===== src/rtl/cpu_ctrl_pkg.sv =====
// Control codes and sequencer state encoding shared by the averaging CPU
// datapath (bus reg X, accumulator Y, output reg Z, ULA) and its sequencer.
package cpu_ctrl_pkg;

    localparam int CTRL_CODE_W = 4;

    // Register control codes; Y LOAD means Y <= Y + X.
    localparam int unsigned CLEAR   = 0;
    localparam int unsigned LOAD    = 1;
    localparam int unsigned HOLD    = 2;
    localparam int unsigned SHIFTR  = 3;

    localparam int unsigned ULA_ADD = 0;

    typedef enum logic [2:0] {
        IDLE,
        CLR,
        FETCH,
        DRAIN,
        SHIFT,
        STORE,
        DONE
    } state_t;

endpackage


===== src/rtl/avg_sequencer.sv =====
// Self-sequenced controller that sums N = 2**LOG2_N operands through the
// X/Y/Z datapath and optionally divides by N with LOG2_N right shifts.
module avg_sequencer
    import cpu_ctrl_pkg::*;
#(
    parameter int LOG2_N = 1,
    parameter int CODE_W = CTRL_CODE_W
) (
    input  logic              clock,
    input  logic              reset,
    input  logic              start,
    input  logic              mode,
    input  logic              in_valid,
    output logic              in_ready,
    output logic              busy,
    output logic              done,
    output logic [CODE_W-1:0] tx,
    output logic [CODE_W-1:0] ty,
    output logic [CODE_W-1:0] tz,
    output logic [CODE_W-1:0] tula
);

    localparam int N    = 1 << LOG2_N;
    localparam int OP_W = LOG2_N + 1;
    localparam int SH_W = LOG2_N;

    localparam logic [CODE_W-1:0] C_CLEAR  = CODE_W'(CLEAR);
    localparam logic [CODE_W-1:0] C_LOAD   = CODE_W'(LOAD);
    localparam logic [CODE_W-1:0] C_HOLD   = CODE_W'(HOLD);
    localparam logic [CODE_W-1:0] C_SHIFTR = CODE_W'(SHIFTR);

    localparam logic [OP_W-1:0] OP_LAST = OP_W'(N - 1);
    localparam logic [SH_W-1:0] SH_LAST = SH_W'(LOG2_N - 1);

    state_t            state_q, state_d;
    logic [OP_W-1:0]   op_cnt_q, op_cnt_d;
    logic [SH_W-1:0]   sh_cnt_q, sh_cnt_d;
    logic              mode_q, mode_d;

    // NOTE: registers use non-blocking assignments so every flop samples the
    // pre-edge value of its neighbours; combinational blocks use blocking.
    always_ff @(posedge clock) begin
        if (reset) begin
            state_q  <= IDLE;
            op_cnt_q <= '0;
            sh_cnt_q <= '0;
            mode_q   <= 1'b0;
        end else begin
            state_q  <= state_d;
            op_cnt_q <= op_cnt_d;
            sh_cnt_q <= sh_cnt_d;
            mode_q   <= mode_d;
        end
    end

    // NOTE: every output of a combinational block gets a default first, so no
    // path through the case statement can leave a latch behind.
    always_comb begin
        state_d  = state_q;
        op_cnt_d = op_cnt_q;
        sh_cnt_d = sh_cnt_q;
        mode_d   = mode_q;
        unique case (state_q)
            IDLE: begin
                if (start) begin
                    state_d = CLR;
                    mode_d  = mode;
                end
            end
            CLR: begin
                op_cnt_d = '0;
                state_d  = FETCH;
            end
            FETCH: begin
                if (in_valid) begin
                    op_cnt_d = op_cnt_q + 1'b1;
                    if (op_cnt_q == OP_LAST) begin
                        state_d = DRAIN;
                    end
                end
            end
            DRAIN: begin
                sh_cnt_d = '0;
                state_d  = mode_q ? STORE : SHIFT;
            end
            SHIFT: begin
                if (sh_cnt_q == SH_LAST) begin
                    state_d = STORE;
                end else begin
                    sh_cnt_d = sh_cnt_q + 1'b1;
                end
            end
            STORE:   state_d = DONE;
            DONE:    state_d = IDLE;
            default: state_d = IDLE;
        endcase
    end

    always_comb begin
        tx       = C_HOLD;
        ty       = C_HOLD;
        tz       = C_HOLD;
        in_ready = 1'b0;
        done     = 1'b0;
        busy     = (state_q != IDLE);
        unique case (state_q)
            CLR: begin
                tx = C_CLEAR;
                ty = C_CLEAR;
            end
            FETCH: begin
                in_ready = 1'b1;
                if (in_valid) begin
                    tx = C_LOAD;
                    ty = C_LOAD;
                end
            end
            // The last operand is still sitting in X and must be folded in.
            DRAIN: begin
                tx = C_CLEAR;
                ty = C_LOAD;
            end
            SHIFT:   ty = C_SHIFTR;
            STORE:   tz = C_LOAD;
            DONE:    done = 1'b1;
            default: ;
        endcase
    end

    assign tula = CODE_W'(ULA_ADD);

endmodule


===== config.mk =====
export PLATFORM = sky130hd
export DESIGN_NAME = avg_sequencer
export DESIGN_NICKNAME = d
export VERILOG_FILES = /design/src/rtl/cpu_ctrl_pkg.sv /design/src/rtl/avg_sequencer.sv
export SDC_FILE = /design/constraint.sdc
export NUM_CORES = 1
export LEC_CHECK = 0
export CORE_MARGIN = 8
export CORE_UTILIZATION = 34
export CTS_CLUSTER_SIZE = 14
export DETAILED_ROUTE_END_ITERATION = 10
export GPL_TIMING_DRIVEN = 0
export PLACE_DENSITY = 0.7
export SETUP_SLACK_MARGIN = 0.2
export SLEW_MARGIN = 30
export SYNTH_ARGS = -nofsm -noshare
export SYNTH_HDL_FRONTEND = slang
export SYNTH_SLANG_ARGS = --single-unit
export TNS_END_PERCENT = 1

===== constraint.sdc =====
create_clock -name clock -period 1.2 [get_ports clock]
set_input_delay 0.36 -clock clock [delete_from_list [all_inputs] [get_ports clock]]
set_output_delay 0.36 -clock clock [all_outputs]
set_load 0.01 [all_outputs]

==> flow_metrics.env <==
export IMPL_track_usage_pct=9.97
export IMPL_nets=109
export IMPL_syn_avg_cell_area_sq_um=7.69
export IMPL_antenna_cells=0
export IMPL_grt_overflow=0
export IMPL_drc=0
export IMPL_violations="negative setup slack"
export IMPL_rr_startpoint="state_q[0]"
export IMPL_numCtsBuffers=3
export IMPL_antenna_found_initial=0
export IMPL_ir_drop_uv=672
export IMPL_hold_class="reg2reg"
export IMPL_yosysWarnings=0
export IMPL_numPortBuffers=13
export IMPL_crit_fanout=3
export IMPL_crit_arrival_ns=1.18
export IMPL_path_class="reg2out"
export IMPL_required_ns=0.84
export IMPL_r2r_end="mode_q"
export IMPL_status="finished, violations left"
export IMPL_p_per_area_nw_per_um2=942
export IMPL_fin_crit_ns=1.54
export IMPL_seq_area_sq_um=129
export IMPL_finalHoldViolCount=0
export IMPL_cts_buffer_depth=2
export IMPL_hpwlAfterDp_um=872
export IMPL_pin_count=24
export IMPL_maxSlewViolCount=0
export IMPL_coreArea_sq_um=1300
export IMPL_netlist_area_sq_um=469
export IMPL_reg2reg_slack_ns=-0.05
export IMPL_endpoint_kind="output port"
export IMPL_fmax_mhz=651
export IMPL_viasPerCell=4.28
export IMPL_wl_per_cell_um=11.9
export IMPL_p_leak_nw=0.411
export IMPL_synth_area_top_cells="dfxtp_1 (26%), buf_4 (18%), o21ai_1 (6.4%)"
export IMPL_cp_start_kind="flop"
export IMPL_ys_ff_latch=6
export IMPL_finalClockSkew_ns=0.00255
export IMPL_fin_crit_sh_pct=128
export IMPL_ys_seq_area_share_pct=25.6
export IMPL_dieArea_sq_um=2820
export IMPL_worst_r2r_cell_count=5
export IMPL_h_tree_depth=1
export IMPL_drv_cap=0
export IMPL_syn_to_final_growth_pct=75.2
export IMPL_cp_slowest_stage_delay_ns=0.35
export IMPL_clk_pin_slew_ns=0.05
export IMPL_wirelength_um=1380
export IMPL_cts_tree="done"
export IMPL_grt_pass1_wl_um=2110
export IMPL_hold_ws_ns=0.498
export IMPL_rsz0062_at_grt="yes"
export IMPL_crit_family="simple AND/OR/NAND/NOR gates"
export IMPL_drive_gt1_share_pct=52.5
export IMPL_clkSinkCount=6
export IMPL_grt_pass1_vias=512
export IMPL_synth_top_area_share_pct=25.6
export IMPL_nFillCells=131
export IMPL_ant_nets=0
export IMPL_vias=497
export IMPL_crit_chain="buf_6 > nor3b_4 > and2_4 > buf_6"
export IMPL_fp_dieW_um=53.2
export IMPL_pre_cts_ws_ns=-1.01
export IMPL_start_util_pct=36.1
export IMPL_final_cells=116
export IMPL_drt_iter0_drc=6
export IMPL_path_buf_inv=2
export IMPL_place_inst=98
export IMPL_cpMostUsedCell="buf_6"
export IMPL_synthDistinctLibCells=21
export IMPL_crit_path_end="tx[0]"
export IMPL_firstDrtPassIters=4
export IMPL_num_rows=13
export IMPL_startpoint="state_q[0]"
export IMPL_critical_path_depth=4
export IMPL_die_h_um=53.2
export IMPL_clock_latency_ns=0.24
export IMPL_post_route_util_pct=63.2
export IMPL_cts_root_buf="clkbuf_4"
export IMPL_grt_max_degree=9
export IMPL_gp_congestion=0.781
export IMPL_setup_viol=10
export IMPL_synthCells=61
export IMPL_fin_total_pwr_uw=774
export IMPL_worst_slack_ns=-0.335
export IMPL_yosysTopAreaCell="dfxtp_1"
export IMPL_multi_input_area_sq_um=320
export IMPL_crit_slowest_cell="dfxtp_4"
## kinds of logic after synthesis
family	synth area share, %
buf+inv	23.5
compound gates	15.2
flops	25.6
simple gates	30.1
mux	2.13
other cells	0.799
fa+ha+maj	2.67
## synth_stat cells, drive strengths merged
master / number
nor3b: 1
a21oi: 5
ha: 1
nand2: 6
nor2b: 2
a31oi: 1
conb: 1
and2: 3
inv: 3
nor4b: 3
o21ai: 6
mux2i: 1
buf: 13
or2: 2
dfxtp: 6
a221o: 1
nor2: 5
nand3: 1
## worst min path at each step
stage | end | depth (start not counted) | start
2_1_floorplan | state_q[2] | 1 | reset
3_3_place_gp | mode_q | 2 | mode_q
3_5_place_dp | op_cnt_q[1] | 2 | op_cnt_q[1]
4_1_cts | op_cnt_q[1] | 2 | op_cnt_q[1]
5_1_grt | op_cnt_q[1] | 2 | op_cnt_q[1]
6_report | op_cnt_q[1] | 2 | op_cnt_q[1]
## routing by layer
metal  wire [um]  share of wire [%]  vias up  GRT usage (%)
li1            -                  -      264              -
met1         520                 38      220           8.87
met2         752                 55       11           17.8
met3          96                7.0        2           4.76
met4           8               0.58        0           5.88
met5           0                  0        -              0
## per-stage QoR
step,setup TNS [ns],instance area [sq um]
after detailed placement,-6.79,669
after floorplan,-0.0694,520
after CTS,-2.40,818
after global placement,-6.65,669
final,-2.36,822
after global routing,-2.93,822
## sequential cells by signal (all words and copies together), names as in the netlist
signal    cells
mode_q        1
state_q       3
op_cnt_q      2
## timing repair
item                                   CTS  global route
buffers inserted                        14             0
setup endpoints to repair               13            15
pin swaps                                6             2
hold buffers                             0             0
cloned                                   1             0
resized for setup                       54             1
endpoints found under the hold margin    0             0
## worst register-to-register path: cells and delay by family, from the launching register on
family                 cells  cell delay [ns]
buffers and inverters      2             0.27
DFF                        1             0.35
muxes                      1             0.21
and+or+nand+nor            2             0.31
## cell usage in the layout (no fill, tap or decap)
cell type	Yosys	routed
nor2_1	5	4
clkdlybuf4s15_1	0	1
dfxtp_2	0	1
a21oi_2	0	1
nor4b_2	2	2
ha_1	1	1
and2_1	3	2
or2_1	2	2
nand3_1	1	1
mux2i_1	1	1
nor3b_4	0	1
conb_1	1	10
inv_1	3	3
a221o_1	1	1
and2_4	0	1
buf_6	1	6
a31oi_1	1	1
clkbuf_4	0	3
dfxtp_4	0	2
clkdlybuf4s50_1	0	3
nand2_1	6	5
buf_2	1	8
nor2_2	0	1
nor2b_4	0	2
dfxtp_1	6	3
buf_4	11	23
o21ai_1	6	6
nor4b_4	0	1
a21oi_1	5	4
nand2_2	0	1
## cell type report
cell class | instances | share of cell area [%]
tap | 15 | 2.28
inverter | 3 | 1.37
multi-input combinational | 48 | 39.0
buffer | 13 | 13.2
timing repair buffer | 28 | 25.7
sequential | 6 | 15.7
clock buffer | 3 | 2.74
## report_power, final
part / leakage [nW] / switching, mW / total (mW) / internal [mW]
clock: 0.0138 / 0.0711 / 0.184 / 0.113
sequential: 0.0508 / 0.0143 / 0.231 / 0.216
combinational: 0.347 / 0.160 / 0.359 / 0.199
total: 0.411 / 0.246 / 0.774 / 0.528
(Power assumes the default switching activity.)
